File: config.mk
export PLATFORM = sky130hd
export DESIGN_NAME = pipeline_control
export DESIGN_NICKNAME = d
export VERILOG_FILES = /design/src/rtl/pipeline_control.sv
export SDC_FILE = /design/constraint.sdc
export NUM_CORES = 1
export LEC_CHECK = 0
export CELL_PAD_IN_SITES_DETAIL_PLACEMENT = 2
export CELL_PAD_IN_SITES_GLOBAL_PLACEMENT = 2
export CORE_UTILIZATION = 32
export CTS_BUF_LIST = sky130_fd_sc_hd__clkbuf_4 sky130_fd_sc_hd__clkbuf_8
export DETAILED_ROUTE_END_ITERATION = 7
export GPL_TIMING_DRIVEN = 0
export PLACE_DENSITY = 0.89
export SYNTH_ARGS = -nofsm -noshare
export SYNTH_HDL_FRONTEND = slang
export SYNTH_SLANG_ARGS = --single-unit
File: constraint.sdc
create_clock -name clock -period 4.94 [get_ports clock]
set_clock_uncertainty 0.15 [all_clocks]
set_input_delay 0.741 -clock clock [delete_from_list [all_inputs] [get_ports clock]]
set_output_delay 0.741 -clock clock [all_outputs]
set_load 0.02 [all_outputs]
File: src/rtl/pipeline_control.sv
// Pipeline sequencer: merges stage stall requests, owns all PC redirects
// (branch, exception, ERET) and runs the post-exception flush window.
module pipeline_control #(
  parameter int unsigned FLUSH_CYCLES = 1,
  parameter logic [31:0] HANDLER_PC   = 32'h0000_0020
) (
  input  logic        clock,
  input  logic        reset,
  input  logic        stall_request_id,
  input  logic        stall_request_ex,
  input  logic        stall_request_mem,
  input  logic        branch_valid,
  input  logic [31:0] branch_target,
  input  logic        exception_valid,
  input  logic        eret_valid,
  input  logic [31:0] epc,
  output logic [5:0]  stall,
  output logic        flush,
  output logic        register_pc_write_enable,
  output logic [31:0] register_pc_write_data,
  output logic [31:0] stall_cycle_count
);

  localparam int unsigned CNT_W = 3;
  localparam int unsigned PC_W  = 32;

  typedef enum logic {RUN = 1'b0, FLUSH = 1'b1} state_e;

  state_e           state_q, state_d;
  logic [CNT_W-1:0] cnt_q, cnt_d;
  logic [PC_W-1:0]  target_q, target_d;
  logic             pend_q, pend_d;
  logic [PC_W-1:0]  pend_target_q, pend_target_d;
  logic [PC_W-1:0]  count_q, count_d;
  logic [5:0]       stall_raw;

  // Deepest requester wins; a flush overrides every hold.
  always_comb begin
    stall_raw = 6'b000000;
    if (stall_request_mem)     stall_raw = 6'b011111;
    else if (stall_request_ex) stall_raw = 6'b001111;
    else if (stall_request_id) stall_raw = 6'b000111;
  end

  assign stall             = (state_q == FLUSH) ? 6'b000000 : stall_raw;
  assign flush             = (state_q == FLUSH);
  assign stall_cycle_count = count_q;

  always_comb begin
    state_d                  = state_q;
    cnt_d                    = cnt_q;
    target_d                 = target_q;
    pend_d                   = pend_q;
    pend_target_d            = pend_target_q;
    count_d                  = stall[0] ? count_q + 32'd1 : count_q;
    register_pc_write_enable = 1'b0;
    register_pc_write_data   = '0;
    unique case (state_q)
      RUN: begin
        if (exception_valid || eret_valid) begin
          // Trap entry drops any branch in this cycle and any pending redirect.
          target_d = exception_valid ? HANDLER_PC : epc;
          cnt_d    = CNT_W'(FLUSH_CYCLES);
          pend_d   = 1'b0;
          state_d  = FLUSH;
        end else if (!stall[0]) begin
          if (branch_valid) begin
            register_pc_write_enable = 1'b1;
            register_pc_write_data   = branch_target;
            pend_d                   = 1'b0;
          end else if (pend_q) begin
            register_pc_write_enable = 1'b1;
            register_pc_write_data   = pend_target_q;
            pend_d                   = 1'b0;
          end
        end else if (branch_valid) begin
          pend_d        = 1'b1;
          pend_target_d = branch_target;
        end
      end
      FLUSH: begin
        // The redirect is issued only in the first flush cycle.
        if (cnt_q == CNT_W'(FLUSH_CYCLES)) begin
          register_pc_write_enable = 1'b1;
          register_pc_write_data   = target_q;
        end
        cnt_d = cnt_q - CNT_W'(1);
        if (cnt_q <= CNT_W'(1)) state_d = RUN;
      end
      default: state_d = RUN;
    endcase
  end

  always_ff @(posedge clock or negedge reset) begin
    if (!reset) begin
      state_q       <= RUN;
      cnt_q         <= '0;
      target_q      <= '0;
      pend_q        <= 1'b0;
      pend_target_q <= '0;
      count_q       <= '0;
    end else begin
      state_q       <= state_d;
      cnt_q         <= cnt_d;
      target_q      <= target_d;
      pend_q        <= pend_d;
      pend_target_q <= pend_target_d;
      count_q       <= count_d;
    end
  end

endmodule

==> impl_metrics.ini, run 1 <==
[cells_and_area]
antennaDiodeCount = 0
nFillCells = 1544
syn_to_final_growth_pct = 38.0
layout-drive-gt1-share_pct = 9.68
final_nets = 721
fin_util_pct = 46.1

[placed_design]
io_buffers = 140
gp_congestion = 0.787
hpwlAfterDp_mm = 12.7

[pwr]
powerDensity_mw_per_mm2 = 462
power.leakage_uw = 0.00271
ir_drop_mv = 0.215

[logic_synthesis]
syn_area_mm2 = 0.00492
synth_mux_area_share_pct = 7.55
synth_top_family_by_area = simple AND/OR/NAND/NOR gates
synthAdderAreaFrac_pct = 0.762
yosysMostFrequentCell = dfrtp_1
ys.warnings.count = 0
synth_common_cells = dfrtp_1 (101), nand2_1 (77), o21ai_0 (66)
synth-xor-area-share_pct = 5.69
synth_seq_cells = 101
synth_edf_count = 0
synth_nets = 569
ys_seq_area_share_pct = 51.3
synth-simple-area-share_pct = 18.4
synth_area_leaders = dfrtp_1 (51%), mux2_2 (7.3%), o21ai_0 (6.7%)
yosysTopAreaCell = dfrtp_1
synthFlopType = dfrtp_1
synth_compound_area_share_pct = 12.4
syn_inst = 494
avgSynthCellArea_um2 = 9.97
ys_async_sr_fraction_pct = 100
yosysUniqueCellTypes = 39
synth.top_cell.area_share_pct = 51.3

[worst_setup_path]
worst_path_most_repeated_cell = clkdlybuf4s50_1
timing.critical_path.buf_inv = 3
crit_arrival_ns = 3.21
critPathLaunchType = input port
cp-end-kind = output pin
required_ns = 4.05
path_delay_family = buffers and inverters
cpPeakStageDelay_ns = 0.68
path_cells = clkdlybuf4s50_1, nor3_2, nand2_1, clkbuf_1, o21ai_0, clkdlybuf4s50_1
worst_path_max_delay_cell = clkdlybuf4s50_1
crit_path_max_fanout = 10
critPathKind = in2out

[timing]
finalCritPeriodShare_pct = 83.1
drv_slew = 0
whs_ns = 0.159
tightest_slew_ns = 1.32
max-slew-margin-rel_pct = 11.5
rsz0062_at_grt = false
setup_viol = 0
finalHoldViolCount = 0
max_freq_mhz = 244
min_period_ns = 4.10

[global_routing]
grt_first_pass_wirelength_mm = 27.4
overflow = 0
grt_pass1_vias = 4997
track_usage_pct = 22.3
grt_antenna_before_repair = 0
grt_max_degree = 69

[floorplanning]
die_w_um = 126
coreArea_mm2 = 0.0148
io_pins = 144
rows = 44
start_util_pct = 33.4
fp.dieH_um = 126
die_area_mm2 = 0.0159

[clocking]
ctsLongestPathBuffers = 2
cts_resized = 0
post-cts-setup-buffers = 0
root_buffer = clkbuf_8
cts_hold_buf = 0
clock_sinks = 101
cts_tree = done
ctsHtreeMaxLevel = 3
numCtsBuffers = 9
clk_latency_ns = 0.38
clk_pin_slew_ns = 0.10

[routing]
wl_mm = 16.8
dr.pass1.iters = 4
ant_nets = 0
drc = 0
route.detailed.wl_per_inst_um = 20.1
drt_iter0_drc = 166
vias = 4392
via_per_inst = 5.26

[job]
maxCapViolations = 0

[status]
outcome = complete, no violations

[hold_path]
hold_path_class = in2async
==> state kept, by name (all words and copies together) (netlist names) <==
| register | cells |
|---|---|
| cnt_q | 3 |
| flush | 1 |
| pend_q | 1 |
| pend_target_q | 32 |
| stall_cycle_count | 32 |
| target_q | 32 |
==> logic make-up (layout without fill, tap and decap cells) <==
logic type	after synthesis	after routing
compound gates	105	105
xor+xnor	32	32
fa+ha+maj	3	3
buf+inv	44	201
flops	101	101
mux	33	33
other cells	1	1
simple gates	175	175
==> worst paths after layout <==
check,start,end,slack [ns],depth (start not counted)
max reg2reg,flush$_DFF_PN0_,pend_target_q[21]$_DFFE_PN0P_,2.49,5
max,stall_request_ex,register_pc_write_data[9],0.84,6
min,reset,stall_cycle_count[4]$_DFFE_PN0P_,0.16,1
min in group clock,stall_cycle_count[31]$_DFFE_PN0P_,stall_cycle_count[31]$_DFFE_PN0P_,0.34,1
max in group asynchronous,reset,pend_target_q[13]$_DFFE_PN0P_,3.75,2
min reg2reg,stall_cycle_count[31]$_DFFE_PN0P_,stall_cycle_count[31]$_DFFE_PN0P_,0.34,1
==> layout make-up <==
type                            instances  area [µm²]  area share, %
Inverter                                9        33.8          0.497
Clock inverter                          3        42.5          0.626
Clock buffer                           13         173           2.54
Timing Repair Buffer                  141        1430           21.0
Buffer                                 35         154           2.26
Sequential cell                       101        2530           37.2
Tap cell                              184         230           3.39
Multi-Input combinational cell        349        2210           32.5
==> power breakdown <==
part | internal, µW | switching [µW] | leakage (µW)
logic | 539 | 646 | 0.00134
registers | 1150 | 226 | 0.00126
clock network | 281 | 299 | 0.000109
total | 1970 | 1170 | 0.00271
==> metal layers <==
layer	track usage [%]	routed length, µm	vias up	part of all wire, %
li1	-	-	2001	-
met1	26.1	6780	2253	40
met2	40.3	8860	122	53
met3	6.20	998	16	5.9
met4	4.82	170	0	1.0
met5	0	0	-	0
==> worst reg2reg max path: cells and delay by family (launching register included) <==
| family | cells | cell delay (ns) |
|---|---|---|
| mux | 1 | 0.38 |
| buf+inv | 2 | 0.54 |
| simple gates | 2 | 0.82 |
| flops | 1 | 0.46 |
==> cells in the final DEF (no fill, tap or decap), types with 3 or more instances in the layout <==
cell type	netlist	routed
nor4_1	4	4
inv_1	9	9
o21ai_0	66	66
xnor2_1	19	19
nor3_1	5	5
nand2b_1	33	33
clkbuf_8	0	12
a22oi_1	31	31
nor2_1	14	14
nand2_1	77	77
and3_1	4	4
buf_4	3	4
ha_1	3	3
mux2_2	32	32
buf_2	3	3
nand4_1	11	11
xor2_1	13	13
nor2b_1	3	3
a21oi_1	4	4
dfrtp_1	101	101
clkbuf_1	28	28
clkdlybuf4s50_1	0	139
nand3_1	10	10
==> through the flow <==
step,cell area (µm²),power [µW],std cells,TNS [ns],worst slack [ns]
floorplan,4920,2000,494,0,2.05
global placement,6560,2470,818,-101.81,-1.02
detailed placement,6580,2580,819,0,0.840
CTS,6800,3180,835,0,0.797
global route,6800,3340,835,0,0.654
finish,6800,3140,835,0,0.837
No activity file was read; power rests on OpenSTA's default activity.
==> run 2: changes to the inputs <==
- CORE_UTILIZATION: 32 -> 30
- PLACE_DENSITY: 0.89 -> 0.84
- clock period: 4.94 -> 4.1 ns (I/O delays scaled with it)
==> impl_metrics.ini, run 2 (synthesized netlist as in run 1, its figures left out) <==
[timing]
max_freq_mhz = 260
finalHoldViolCount = 0
whs_ns = 0.0771
tightest_slew_ns = 1.17
rsz0062_at_grt = false
drv_slew = 0
min_period_ns = 3.84
setup_viol = 0
setup_slack_ns = 0.261
finalCritPeriodShare_pct = 93.6
max-slew-margin-rel_pct = 21.4

[placed_design]
dp.cells = 851
post-place-ws_ns = 0.212
dpl_cell_area_mm2 = 0.00662
io_buffers = 140
gp_congestion = 0.819
hpwlAfterDp_mm = 12.7

[global_routing]
grt_pass1_vias = 4922
grt_max_degree = 60
overflow = 0
grt_first_pass_wirelength_mm = 26.9
grt_antenna_before_repair = 1
track_usage_pct = 21.3

[clocking]
cts_tree = done
clock_sinks = 101
clk_pin_slew_ns = 0.11
ctsLongestPathBuffers = 2
ctsHtreeMaxLevel = 3
clk_latency_ns = 0.39
post-cts-setup-buffers = 0
cts_hold_buf = 0
numCtsBuffers = 9
cts_resized = 0
root_buffer = clkbuf_8

[worst_setup_path]
reg2reg_from = flush$_DFF_PN0_
cp-end-kind = output pin
crit_arrival_ns = 3.07
critPathLaunch = stall_request_ex
critPathKind = in2out
critPathLaunchType = input port
required_ns = 3.34
crit_path_max_fanout = 10

[cells_and_area]
instances_no_fill = 867
final_cell_mix = clkdlybuf4s50_1 (139), dfrtp_1 (101), nand2_1 (77), o21ai_0 (66), nand2b_1 (33)
layout-drive-gt1-share_pct = 9.68
layout_commonest_cell = clkdlybuf4s50_1
final_nets = 721
syn_to_final_growth_pct = 39.8
antennaDiodeCount = 0
finalInstanceArea_mm2 = 0.00688

[routing]
vias = 4319
dr.pass1.iters = 4
route.detailed.wl_per_inst_um = 19.4
drt_iter0_drc = 152
ant_nets = 0
via_per_inst = 4.98
wl_mm = 16.8
drc = 0

[pwr]
ir_drop_mv = 0.209
power.leakage_uw = 0.00273
p_total_uw = 3910
powerDensity_mw_per_mm2 = 568

[floorplanning]
fp.dieH_um = 130
die_area_mm2 = 0.0169
rows = 46
start_util_pct = 30.9
coreArea_mm2 = 0.0159
io_pins = 144
die_w_um = 130

[job]
maxCapViolations = 0

[status]
outcome = complete, no violations

[hold_path]
hold_path_class = in2async
[run 2: changes by cell type in the layout (fill, tap and decap cells not counted), sizes merged]
cell,before,now
bufinv,1,4
clkinv,1,2
clkbuf,41,37
[run 2: path summary, 6_finish.rpt]
| kind | end | slack, ns | cells past startpoint |
|---|---|---|---|
| max in group asynchronous | target_q[14]$_DFFE_PN0P_ | 3.00 | 2 |
| worst min register to register | stall_cycle_count[31]$_DFFE_PN0P_ | 0.32 | 1 |
| worst max register to register | pend_target_q[20]$_DFFE_PN0P_ | 1.67 | 5 |
| worst min-delay path | stall_cycle_count[11]$_DFFE_PN0P_ | 0.08 | 1 |
| min in group clock | stall_cycle_count[31]$_DFFE_PN0P_ | 0.32 | 1 |
| worst max-delay path | register_pc_write_data[10] | 0.26 | 6 |
[run 2: stage by stage]
step	util, %	TNS (ns)
after floorplan	-	0
after global placement	41.4	-172.88
after detailed placement	41.5	0
after CTS	43.2	0
after global routing	43.2	0
final	43.2	0
[run 2: layout make-up]
| type | instances | area [µm²] |
|---|---|---|
| clock inverter | 7 | 138 |
| fill | 1708 | 9060 |
| multi-input combinational | 349 | 2210 |
| tap | 216 | 270 |
| clock buffer | 9 | 124 |
| timing repair buffer | 141 | 1430 |
| inverter | 9 | 33.8 |
| sequential | 101 | 2530 |
| buffer | 35 | 154 |
[run 2: worst max-delay path, stage by stage]
cell,delay (ns)
clkdlybuf4s50_1,0.47
nor3_2,0.42
nand2_1,0.28
clkbuf_1,0.30
o21ai_0,0.33
clkdlybuf4s50_1,0.67
[run 2: report_power, final]
group | total, µW | switching, µW | internal [µW]
sequential | 1650 | 266 | 1380
combinational | 1420 | 767 | 649
clock | 847 | 382 | 465
[run 2: metal layers]
metal | GRT usage (%) | wire length, µm
met4 | 7.52 | 309
met1 | 25.6 | 6930
met2 | 37.3 | 8600
met3 | 4.80 | 989
met5 | 0 | 13
